`src/rtl/person_link.sv`:
```
// Person-code link: 4-bit code exchanged over a 6-wire req/ack handshake.
// Ports: clk, rst, tx_person/tx_start in; pmod_in/pmod_out link; tx_busy, tx_done, link_err, rx_person, rx_valid out.
module person_link #(
  parameter int SYNC_STAGES = 2,
  parameter int TIMEOUT_CYC = 1_000_000
) (
  input  logic       clk,
  input  logic       rst,
  input  logic [3:0] tx_person,
  input  logic       tx_start,
  input  logic [5:0] pmod_in,
  output logic [5:0] pmod_out,
  output logic       tx_busy,
  output logic       tx_done,
  output logic       link_err,
  output logic [3:0] rx_person,
  output logic       rx_valid
);

  localparam int CW = $clog2(TIMEOUT_CYC + 1);

  typedef enum logic [2:0] {
    T_IDLE, T_SETUP, T_REQ, T_REL, T_DONE
  } tx_state_e;

  typedef enum logic [1:0] {
    R_IDLE, R_ACK, R_WAIT
  } rx_state_e;

  logic [SYNC_STAGES-1:0][5:0] sync_q, sync_d;
  logic [3:0] data_s;
  logic       req_s, ack_s;

  tx_state_e tx_state_q, tx_state_d;
  rx_state_e rx_state_q, rx_state_d;

  logic [3:0]    tx_reg_q, tx_reg_d;
  logic [CW-1:0] cnt_q, cnt_d;
  logic          link_err_q, link_err_d;
  logic          req_q, req_d;
  logic          ack_q, ack_d;
  logic          tx_busy_q, tx_busy_d;
  logic          tx_done_q, tx_done_d;
  logic [3:0]    rx_person_q, rx_person_d;
  logic          rx_valid_q, rx_valid_d;

  // Data and req travel the same sync depth; data is set up one
  // cycle ahead of req, so data_s is stable when req_s rises.
  always_comb begin
    sync_d = {sync_q[SYNC_STAGES-2:0], pmod_in};
  end

  assign data_s = sync_q[SYNC_STAGES-1][3:0];
  assign req_s  = sync_q[SYNC_STAGES-1][4];
  assign ack_s  = sync_q[SYNC_STAGES-1][5];

  always_comb begin
    tx_state_d = tx_state_q;
    tx_reg_d   = tx_reg_q;
    cnt_d      = cnt_q;
    link_err_d = link_err_q;
    unique case (tx_state_q)
      T_IDLE: begin
        if (tx_start) begin
          tx_reg_d   = tx_person;
          link_err_d = 1'b0;
          tx_state_d = T_SETUP;
        end
      end
      T_SETUP: begin
        cnt_d      = '0;
        tx_state_d = T_REQ;
      end
      T_REQ: begin
        if (ack_s) begin
          cnt_d      = '0;
          tx_state_d = T_REL;
        end else if (cnt_q == CW'(TIMEOUT_CYC - 1)) begin
          cnt_d      = '0;
          link_err_d = 1'b1;
          tx_state_d = T_IDLE;
        end else begin
          cnt_d = cnt_q + CW'(1);
        end
      end
      T_REL: begin
        if (!ack_s) begin
          cnt_d      = '0;
          tx_state_d = T_DONE;
        end else if (cnt_q == CW'(TIMEOUT_CYC - 1)) begin
          cnt_d      = '0;
          link_err_d = 1'b1;
          tx_state_d = T_IDLE;
        end else begin
          cnt_d = cnt_q + CW'(1);
        end
      end
      T_DONE: tx_state_d = T_IDLE;
      default: tx_state_d = T_IDLE;
    endcase
    // Outputs are registered from the next state.
    req_d     = (tx_state_d == T_REQ);
    tx_busy_d = (tx_state_d != T_IDLE);
    tx_done_d = (tx_state_d == T_DONE);
  end

  always_comb begin
    rx_state_d  = rx_state_q;
    rx_person_d = rx_person_q;
    rx_valid_d  = 1'b0;
    unique case (rx_state_q)
      R_IDLE: begin
        if (req_s) begin
          rx_person_d = data_s;
          rx_valid_d  = 1'b1;
          rx_state_d  = R_ACK;
        end
      end
      R_ACK:  rx_state_d = R_WAIT;
      R_WAIT: if (!req_s) rx_state_d = R_IDLE;
      default: rx_state_d = R_IDLE;
    endcase
    ack_d = (rx_state_d != R_IDLE);
  end

  always_ff @(posedge clk or posedge rst) begin
    if (rst) begin
      sync_q      <= '0;
      tx_state_q  <= T_IDLE;
      rx_state_q  <= R_IDLE;
      tx_reg_q    <= '0;
      cnt_q       <= '0;
      link_err_q  <= 1'b0;
      req_q       <= 1'b0;
      ack_q       <= 1'b0;
      tx_busy_q   <= 1'b0;
      tx_done_q   <= 1'b0;
      rx_person_q <= '0;
      rx_valid_q  <= 1'b0;
    end else begin
      sync_q      <= sync_d;
      tx_state_q  <= tx_state_d;
      rx_state_q  <= rx_state_d;
      tx_reg_q    <= tx_reg_d;
      cnt_q       <= cnt_d;
      link_err_q  <= link_err_d;
      req_q       <= req_d;
      ack_q       <= ack_d;
      tx_busy_q   <= tx_busy_d;
      tx_done_q   <= tx_done_d;
      rx_person_q <= rx_person_d;
      rx_valid_q  <= rx_valid_d;
    end
  end

  assign pmod_out  = {ack_q, req_q, tx_reg_q};
  assign tx_busy   = tx_busy_q;
  assign tx_done   = tx_done_q;
  assign link_err  = link_err_q;
  assign rx_person = rx_person_q;
  assign rx_valid  = rx_valid_q;

endmodule

```
`config.mk`:
```
export PLATFORM = sky130hd
export DESIGN_NAME = person_link
export DESIGN_NICKNAME = d
export VERILOG_FILES = /design/src/rtl/person_link.sv
export SDC_FILE = /design/constraint.sdc
export NUM_CORES = 1
export LEC_CHECK = 0
export BUFFER_PORTS_ARGS = -buffer_cell sky130_fd_sc_hd__buf_2
export CAP_MARGIN = 25
export CORE_AREA = 2 2 90 92
export DETAILED_ROUTE_END_ITERATION = 7
export DIE_AREA = 0 0 92 94
export PLACE_DENSITY = 0.51
export SLEW_MARGIN = 30
export SYNTH_ARGS = -nofsm -noshare
export SYNTH_HDL_FRONTEND = slang
export SYNTH_SLANG_ARGS = --single-unit
```
`constraint.sdc`:
```
create_clock -name clk -period 2.43 [get_ports clk]
set_clock_uncertainty 0.05 [all_clocks]
set_input_delay 0.243 -clock clk [delete_from_list [all_inputs] [get_ports clk]]
set_output_delay 0.243 -clock clk [all_outputs]
set_load 0.02 [all_outputs]
```
==> results of run 1 <==
-- final cells by class --
cell class / count / area share [%]
repair buffers: 36 / 8.405
inverters: 6 / 0.8596
well taps: 102 / 4.871
clock inverters: 2 / 1.337
flip-flops and latches: 51 / 48.71
multi-input cells: 132 / 32.66
clock buffers: 6 / 3.152
-- cell usage after synthesis, types with 2 or more instances --
master	number	area share, %
dfrtp_1	51	58
nand2_1	20	3.4
nor2_1	15	2.6
nand3_1	11	2.5
a21oi_1	9	2.1
mux2_2	8	4.1
xnor2_1	8	3.2
inv_1	6	1.0
nor3_1	6	1.4
nand4_1	5	1.4
and3_1	4	1.1
and4_1	4	1.6
nor4_1	4	1.1
o21ai_0	4	0.92
o21ai_1	4	0.92
and2_1	3	0.86
clkbuf_1	3	0.52
a311oi_1	2	0.80
buf_4	2	0.69
nand2b_1	2	0.57
nor3b_1	2	0.69
o211ai_1	2	0.69
-- worst register-to-register path: stages (launching register included) --
cell	delay, ns
dfrtp_1	0.43
or4b_4	0.56
nor4_4	0.39
a21oi_1	0.13
buf_4	0.21
nor2_4	0.18
nor2_1	0.08
-- timing repair --
item | 4_1_cts | 5_1_grt
setup buffers | 0 | 0
hold endpoints to repair | 6 | 0
setup endpoints to repair | 0 | 0
hold buffers | 6 | 0
-- layer usage --
layer | wire length (um) | up-vias
met1 | 2057 | 756
met5 | 0 | -
met4 | 110 | 0
met3 | 97 | 7
met2 | 1941 | 16
li1 | - | 778
-- stage by stage --
stage                     power [mW]  cells  setup WS, ns  cell area (um^2)  util (%)
after floorplan                1.687    195        0.4461              2186         -
after global placement         1.934    321        0.3650              2442     32.11
after detailed placement       1.941    321        0.3165              2442     32.11
after CTS                      2.567    335        0.3040              2620     34.44
after global routing           2.695    335        0.1125              2620     34.44
final                          2.527    335        0.3000              2620     34.44
-- state kept, by name (all words and copies together), names as in the netlist --
register,cells
tx_state_q,3
ack_q,1
ack_s,1
sync_d,6
req_q,1
rx_state_q,2
tx_reg_q,4
rx_valid,1
req_s,1
cnt_q,20
tx_done,1
data_s,4
rx_person,4
tx_busy,1
link_err,1
-- power by group through the flow --
stage | Sequential (mW) | Clock [mW] | Combinational [mW]
floorplan | 1.23 | 0 | 0.461
global placement | 1.14 | 0 | 0.798
detailed placement | 1.14 | 0 | 0.802
CTS | 1.12 | 0.634 | 0.809
global route | 1.15 | 0.667 | 0.879
finish | 1.12 | 0.605 | 0.799
-- worst min-delay path by stage --
stage,start,depth (start not counted),slack [ns],to
floorplan,pmod_in[4],0,0.22,sync_d[10]
global placement,sync_d[9],0,0.28,data_s[3]
detailed placement,sync_d[9],0,0.28,data_s[3]
CTS,rst,3,0.08,tx_reg_q[1]
global route,tx_person[2],2,0.10,tx_reg_q[2]
finish,rst,3,0.05,tx_reg_q[1]
-- cells by family after synthesis --
group | after synthesis | share of synthesized area (%)
AND/OR/NAND/NOR | 84 | 21.86
AO/OA/AOI/OAI | 30 | 8.930
XOR/XNOR | 8 | 3.206
multiplexers | 9 | 4.579
buffers and inverters | 12 | 2.461
adder cells (fa/ha/maj) | 1 | 0.5723
flip-flops | 51 | 58.39
==> key figures, run 1 <==
Synthesis
  • Synth Instances: around 200
  • Register area share after synthesis: 58.39%
  • Post-synthesis cell area: 2186 um^2
  • Avg Inst Size Synth: 11.21 um^2
  • Unique masters post-synth: 42
  • #FFs+latches synth: 51
  • Post-synth top flop: dfrtp_1
  • Number of synthesized flops with an enable pin: 0
  • Yosys warns: 0
  • Syn Nets: 209
  • Asr flop ratio synth: 100.0%

STA
  • Highest Clock Rate: approximately 470 MHz
  • Worst-Margin Slew: 0.7451 ns
  • Worst slew margin: between 50% and 60%
  • Worst hold slack: 0.05215 ns
  • Slew Viols, Final: 0
  • Final Hold Vio Count: 0
  • RSZ-0062 raised after global routing: no
  • Setup tns final: 0 ns
  • Period minus WS final: 2.130 ns
  • Tcrit/Tclk final: 87.65%
  • Final setup viols: 0

Setup path
  • CP Data Arrival Time: between 2 and 2.5 ns
  • Crit. End Element: register
  • WP data required: 2.57 ns
  • Critical path, cell by cell: or4b_4 -> nor4_4 -> a21oi_1 -> buf_4 -> nor2_4 -> nor2_1
  • Worst R2R Start: cnt_q[10]
  • CP delay by family, top: simple AND/OR/NAND/NOR gates
  • Critical path startpoint: cnt_q[10]
  • CP startpoint kind: register
  • Critical Path Max Stage Delay: 0.56 ns
  • Reg2Reg Depth: 6
  • Critical path start-end classification: reg -> reg
  • Reg2Reg Capture Point: cnt_q[16]
  • Bufs and invs on worst path: 1
  • Worst-path maximum fanout: 10
  • Worst setup endpoint: cnt_q[16]
  • Slowest CP cell: or4b_4
  • CP Depth: 6
  • Worst R2R Setup Slack: 0.30 ns

Final layout
  • Fillers: roughly 800
  • Most common cell after layout, fill and taps aside: dfrtp_1
  • Diodes inserted: 0
  • Final nets: about 250
  • Share of cells above drive strength 1: 22.32%
  • Area growth, synth to finish: 19.86%
  • Multi-input logic area: 855.8 um^2
  • FF/Latch Area: 1276 um^2
  • Commonest non-fill, non-tap cells in the layout: 51 x dfrtp_1, 26 x buf_2, 20 x nand2_1, 15 x nor2_1, 11 x nand3_1

Pwr
  • Flop pwr share: between 40% and 50%
  • Logic pwr share: 31.6%
  • Total leakage power: around 1.1 nW
  • Clk pwr share: 24.0%
  • Int Pwr: 1.636 mW
  • Pwr dens: 964.6 nW/um^2
  • Worst vdd ir: roughly 0.5 mV
  • Switching share of power: 35.27%
  • NetSw: 0.8913 mW

Routing
  • Vias: between 1500 and 2000
  • Post-DRT Antenna Nets: 0
  • Total iterations of the first detailed-routing run: 4
  • Final WL: 4.205 mm
  • Wire per inst: 12.55 um
  • DRC errors left: 0
  • Vias/cell: 4.648
  • Initial drt markers: 113

Clock network
  • CTS H-tree depth: 2
  • CTS Buf Count: 5
  • TritonCTS clock tree: yes
  • Clock Sinks: 51
  • Clock Tree Root: clkbuf_8
  • Clock Latency Late Sink: 0.30 ns
  • Maximum clock path buffer count: 2
  • Post-CTS resize count: 0
  • Clk slew on worst S/H paths: approximately 0.090 ns

Global route
  • Total grt overflow: 0
  • Tot GR Track Use: 10.87%
  • Global-route wire length before repair: 7.424 mm
  • Number of global-route vias before repair: about 1500
  • M3 GR Usage: 2.408%
  • M1 GR Usage: between 10% and 20%
  • Initial antenna violation count: 0
  • Met2 Resource Use GR: between 10% and 20%
  • GRT busiest layer: met2
  • Largest net degree at the start of global routing: 52

Placement
  • Dpl hpwl: ~2.8 mm
  • Port Buffer Count: 26
  • GP Congestion: 0.7734

Floorplan
  • Area of the core: 7607 um^2
  • Die ar.: slightly below 9000 um^2
  • Starting density of the core: 28.73%
  • Chip width: 92 um
  • Chip Height: about 94 um
  • Row cnt: 32
  • Ports: 27

Status
  • Status: finished clean

Flow run
  • Max Cap Violations: 0

Min path
  • Hold Path Class: in -> async
No activity file was read; power rests on OpenSTA's default activity.
==> run 2: changes to the inputs <==
--- a/config.mk
+++ b/config.mk
@@ -5,7 +5,7 @@
 export SDC_FILE = /design/constraint.sdc
 export NUM_CORES = 1
 export LEC_CHECK = 0
-export BUFFER_PORTS_ARGS = -buffer_cell sky130_fd_sc_hd__buf_2
+export BUFFER_PORTS_ARGS = -buffer_cell sky130_fd_sc_hd__clkbuf_2
 export CAP_MARGIN = 25
 export CORE_AREA = 2 2 90 92
 export DETAILED_ROUTE_END_ITERATION = 7
==> run 2 against run 1 <==
  * Sequential share of layout area down 0.12 points
  * Count of clock-buffer cells in the layout down 1
  * Critical endpoint is now cnt_q[11]
  * Clock power down 1%
  * Wire length down 0.83%
==> key figures, run 2 (synthesis gave the netlist of run 1 again) <==
Min path
  • Hold Path Class: in -> async

Setup path
  • Reg2Reg Depth: 5 (-1)
  • Slowest CP cell: or4b_4
  • Reg2Reg Capture Point: cnt_q[11]
  • Critical path, cell by cell: or4b_4 -> nor4_4 -> a21oi_1 -> and3_1 -> a211o_1
  • CP startpoint kind: register
  • Worst-path maximum fanout: 5 (-5)
  • Crit. End Element: register
  • CP Data Arrival Time: 2.31 ns (+0.04 ns)
  • Worst R2R Start: cnt_q[10]
  • Critical path start-end classification: reg -> reg
  • Critical Path Max Stage Delay: 0.56 ns (about the same)
  • WP data required: 2.57 ns (about the same)
  • Worst R2R Setup Slack: 0.26 ns (-0.04 ns)
  • CP delay by family, top: simple AND/OR/NAND/NOR gates
  • Bufs and invs on worst path: 0 (-1)

Flow run
  • Max Cap Violations: 0 (unchanged)

Final layout
  • Most common cell after layout, fill and taps aside: dfrtp_1
  • Final Util: 34.52% (+0.082 points)
  • Max reg flops: 20 (unchanged)
  • Most flop-heavy register: cnt_q
  • Area growth, synth to finish: 20.15%
  • Fillers: 778 (-2.1%)
  • Final instance area: 2626 um^2 (+0.24%)
  • Final nets: 247 (+0.41%)
  • Diodes inserted: 0 (unchanged)
  • Commonest non-fill, non-tap cells in the layout: 51 x dfrtp_1, 26 x clkbuf_2, 20 x nand2_1, 15 x nor2_1, 11 x nand3_1
  • Share of cells above drive strength 1: 22.65% (+0.33 points)
  • Non-filler cells, final: 336 (+0.30%)

Clock network
  • Clock Tree Root: clkbuf_8
  • Maximum clock path buffer count: 2 (unchanged)
  • Clock Sinks: 51 (unchanged)
  • CTS Buf Count: 5 (unchanged)
  • Clk slew on worst S/H paths: 0.10 ns (about the same)
  • TritonCTS clock tree: yes
  • Clock Latency Late Sink: 0.30 ns (about the same)
  • CTS H-tree depth: 2 (unchanged)
  • Buffer count from post-CTS setup fixing: 0 (unchanged)

Routing
  • Post-DRT Antenna Nets: 0 (unchanged)
  • Initial drt markers: 73 (-35%)
  • Total iterations of the first detailed-routing run: 4 (unchanged)
  • Vias/cell: 4.613 (-0.75%)
  • Final WL: 4.170 mm (-0.83%)
  • Vias: 1550 (-0.45%)
  • Wire per inst: 12.41 um (-1.1%)
  • DRC errors left: 0 (unchanged)

Placement
  • # placed instances: 322 (+0.31%)
  • Dpl hpwl: 2.838 mm (+0.65%)
  • GP Congestion: 0.7745 (+0.14%)
  • Port Buffer Count: 26 (unchanged)
  • Setup slack at placement: 0.2478 ns (-0.06864 ns)
  • Placement Cell Area: 2450 um^2 (+0.31%)

Global route
  • Number of global-route vias before repair: 1566 (+1.4%)
  • Global-route wire length before repair: 7.348 mm (-1.0%)
  • Initial antenna violation count: 0 (unchanged)
  • Tot GR Track Use: 10.65% (-0.21 points)
  • Largest net degree at the start of global routing: 52 (unchanged)
  • Total grt overflow: 0 (unchanged)

Floorplan
  • Chip Height: 94 um (unchanged)
  • Chip width: 92 um (unchanged)
  • Starting density of the core: 28.73% (unchanged)
  • Die ar.: 8648 um^2 (unchanged)
  • Row cnt: 32 (unchanged)
  • Area of the core: 7607 um^2 (unchanged)
  • Ports: 27 (unchanged)

Pwr
  • Total leakage power: 1.143 nW (+0.51%)
  • Switching share of power: 35.82% (+0.55 points)
  • Pwr dens: 963.6 nW/um^2 (-0.10%)
  • Int Pwr: 1.624 mW (-0.71%)
  • Worst vdd ir: 0.5161 mV (+2.8%)
  • Flop pwr share: 44.4% (about the same)
  • Clk pwr share: 23.6% (-0.4 points)
  • Logic pwr share: 32.0% (+0.4 points)
  • NetSw: 0.9065 mW (+1.7%)

Status
  • Status: finished clean

STA
  • Worst-Margin Slew: 0.7431 ns (-0.001964 ns)
  • Final worst slack: 0.2562 ns (-0.04375 ns)
  • Slew Viols, Final: 0 (unchanged)
  • Worst slew margin: 50.35% (+0.13 points)
  • Final Hold Vio Count: 0 (unchanged)
  • RSZ-0062 raised after global routing: no
  • Tcrit/Tclk final: 89.45% (+1.8 points)
  • Period minus WS final: 2.174 ns (+0.04375 ns)
  • Final setup viols: 0 (unchanged)
  • Setup tns final: 0 ns (unchanged)
  • Highest Clock Rate: 460.0 MHz (-2.0%)
==> run 2: cell type report <==
type / instances / area, um^2 / area share [%]
timing repair buffer: 37 / 227.7 / 8.671
tap: 102 / 127.6 / 4.859
inverter: 6 / 22.52 / 0.8576
clock buffer: 5 / 68.82 / 2.620
sequential: 51 / 1276 / 48.59
multi-input combinational: 132 / 855.8 / 32.59
clock inverter: 3 / 47.55 / 1.810
==> run 2: power groups by stage <==
stage                     clock (mW)  sequential [mW]  combinational (mW)
after floorplan                    0             1.23               0.461
after global placement             0             1.14               0.811
after detailed placement           0             1.14               0.813
after CTS                      0.623             1.12               0.822
after global routing           0.652             1.15               0.893
final                          0.598             1.12               0.810
==> run 2: worst min-delay path, cell delays in order <==
cell and delay, ns:
clkbuf_2 0.08, inv_2 0.04, buf_4 0.50
==> run 2: timing repair <==
item | 4_1_cts | 5_1_grt
endpoints found under the hold margin | 6 | 0
resized for setup | 0 | 0
endpoints found under the setup margin | 0 | 0
hold buffers | 6 | 0
==> run 2: metrics by stage <==
stage	hold WS, ns	power (mW)
finish	0.02041	2.531
global route	0.09446	2.693
CTS	0.06054	2.568
detailed placement	0.2865	1.954
global placement	0.2823	1.949
floorplan	0.2244	1.687
==> run 2: worst max path at each step <==
stage          slack, ns   endpoint  cells after the start       from
2_1_floorplan       0.45  cnt_q[11]                      5  cnt_q[10]
3_3_place_gp        0.32  cnt_q[11]                      5  cnt_q[10]
3_5_place_dp        0.25  cnt_q[11]                      5  cnt_q[10]
4_1_cts             0.23  cnt_q[11]                      5  cnt_q[10]
5_1_grt             0.17  cnt_q[11]                      5  cnt_q[15]
6_report            0.26  cnt_q[11]                      5  cnt_q[10]
==> run 2: routing by layer <==
layer	vias up	GRT usage, %	wire, um	part of all wire (%)
met2	14	17.28	1915	46
met1	753	14.38	2120	51
met5	-	0	0	0
li1	778	-	-	-
met4	0	3.731	59	1.4
met3	5	1.926	75	1.8
==> run 3: changes to the inputs <==
--- a/config.mk
+++ b/config.mk
@@ -11,6 +11,7 @@
 export DETAILED_ROUTE_END_ITERATION = 7
 export DIE_AREA = 0 0 92 94
 export PLACE_DENSITY = 0.51
+export RECOVER_POWER = 25
 export SLEW_MARGIN = 30
 export SYNTH_ARGS = -nofsm -noshare
 export SYNTH_HDL_FRONTEND = slang
==> run 3 against run 2 <==
  * Sequential share of layout area about the same
  * Clock power hardly changed
  * Maximum frequency stayed put
  * Die area unchanged
  * Largest power group unchanged
==> key figures, run 3 (synthesis gave the netlist of run 1 again) <==
STA
  • Highest Clock Rate: 460.0 MHz (unchanged)
  • Tcrit/Tclk final: 89.45% (unchanged)
  • Setup tns final: 0 ns (unchanged)
  • RSZ-0062 raised after global routing: no
  • Period minus WS final: 2.174 ns (unchanged)
  • Final setup viols: 0 (unchanged)
  • Slew Viols, Final: 0 (unchanged)
  • Worst hold slack: 0.1199 ns (+0.09947 ns)
  • Worst-Margin Slew: 1.233 ns (+0.4898 ns)
  • Final Hold Vio Count: 0 (unchanged)
  • Worst slew margin: 17.80% (-33 points)
  • Final worst slack: 0.2562 ns (unchanged)

Routing
  • Post-DRT Antenna Nets: 0 (unchanged)
  • Final WL: 4.168 mm (about the same)
  • Vias/cell: 4.613 (unchanged)
  • Vias: 1550 (unchanged)
  • Wire per inst: 12.40 um (about the same)
  • Total iterations of the first detailed-routing run: 4 (unchanged)
  • Initial drt markers: 73 (unchanged)
  • DRC errors left: 0 (unchanged)

Global route
  • Largest net degree at the start of global routing: 52 (unchanged)
  • Global-route wire length before repair: 7.348 mm (unchanged)
  • Tot GR Track Use: 10.65% (unchanged)
  • Total grt overflow: 0 (unchanged)
  • Number of global-route vias before repair: 1566 (unchanged)
  • Initial antenna violation count: 0 (unchanged)

Clock network
  • Clk slew on worst S/H paths: 0.10 ns (about the same)
  • CTS H-tree depth: 2 (unchanged)
  • Clock Tree Root: clkbuf_8
  • TritonCTS clock tree: yes
  • Post-CTS resize count: 0 (unchanged)
  • Clock Sinks: 51 (unchanged)
  • CTS Buf Count: 5 (unchanged)
  • Clock Latency Late Sink: 0.30 ns (about the same)
  • Maximum clock path buffer count: 2 (unchanged)

Floorplan
  • Area of the core: 7607 um^2 (unchanged)
  • Chip Height: 94 um (unchanged)
  • Chip width: 92 um (unchanged)
  • Ports: 27 (unchanged)
  • Starting density of the core: 28.73% (unchanged)
  • Row cnt: 32 (unchanged)
  • Die ar.: 8648 um^2 (unchanged)

Pwr
  • Worst vdd ir: 0.5153 mV (-0.16%)
  • Total leakage power: 1.144 nW (about the same)
  • Pwr dens: 964.2 nW/um^2 (about the same)

Setup path
  • CP startpoint kind: register
  • Bufs and invs on worst path: 0 (unchanged)
  • Critical path start-end classification: reg -> reg
  • Slowest CP cell: or4b_4
  • CP Data Arrival Time: 2.31 ns (about the same)
  • Critical path, cell by cell: or4b_4 -> nor4_4 -> a21oi_1 -> and3_1 -> a211o_1
  • WP data required: 2.57 ns (about the same)
  • Worst-path maximum fanout: 5 (unchanged)
  • Crit. End Element: register
  • Critical Path Max Stage Delay: 0.56 ns (about the same)
  • CP delay by family, top: simple AND/OR/NAND/NOR gates

Final layout
  • Area growth, synth to finish: 20.03% (about the same)
  • Commonest non-fill, non-tap cells in the layout: 51 x dfrtp_1, 27 x clkbuf_2, 20 x nand2_1, 15 x nor2_1, 11 x nand3_1
  • Fillers: 779 (+0.13%)
  • Share of cells above drive strength 1: 22.22% (-0.43 points)
  • Most common cell after layout, fill and taps aside: dfrtp_1
  • Diodes inserted: 0 (unchanged)
  • Most flop-heavy register: cnt_q
  • Max reg flops: 20 (unchanged)
  • Non-filler cells, final: 336 (unchanged)
  • Final nets: 247 (unchanged)

Status
  • Status: finished clean

Min path
  • Hold Path Class: in -> reg

Placement
  • Dpl hpwl: 2.838 mm (unchanged)
  • # placed instances: 322 (unchanged)
  • GP Congestion: 0.7745 (unchanged)
  • Port Buffer Count: 26 (unchanged)
  • Setup slack at placement: 0.2478 ns (unchanged)

Flow run
  • Max Cap Violations: 0 (unchanged)
[run 3: cell count changes in the layout (fill, tap and decap cells not counted), sizes merged]
cell	previous run	this run
buf	5	4
clkbuf	31	32
[run 3: where the power goes]
group	total (mW)	internal, mW	switching, mW
Clock	0.598	0.312	0.285
Combinational	0.809	0.306	0.503
Sequential	1.12	1.01	0.118
Total	2.53	1.62	0.906
[run 3: path summary, 6_finish.rpt]
check                        startpoint          end  slack, ns  depth (start not counted)
hold reg to reg               sync_d[9]    data_s[3]       0.30                          0
hold / removal             tx_person[0]  tx_reg_q[0]       0.12                          2
min in group asynchronous           rst  tx_reg_q[3]       0.26                          3
max in group asynchronous           rst     cnt_q[4]       1.31                          3
setup reg to reg              cnt_q[10]    cnt_q[11]       0.26                          5
setup / recovery              cnt_q[10]    cnt_q[11]       0.26                          5
[run 3: timing repair]
action	in CTS	in global routing
setup buffers	0	0
hold endpoints to repair	6	0
hold buffers	6	0
[run 3: layout make-up]
cell class,count,area [um^2],share of cell area (%)
tap,102,127.6,4.864
sequential,51,1276,48.64
clock inverter,3,47.55,1.812
inverter,6,22.52,0.8584
clock buffer,5,68.82,2.623
timing repair buffer,37,225.2,8.584
multi-input combinational,132,855.8,32.62
[run 3: per-stage QoR]
step	power, mW	area (um^2)	utilization, %
after global routing	2.693	2624	34.49
after floorplan	1.687	2186	-
after detailed placement	1.954	2450	32.20
final	2.530	2624	34.49
after CTS	2.568	2626	34.52
after global placement	1.949	2450	32.20
[run 3: routing by layer]
layer	GRT usage, %	routed length (um)	part of all wire [%]
met1	14.38	2118	51
met2	17.28	1915	46
met3	1.926	75	1.8
met4	3.731	59	1.4
met5	0	0	0
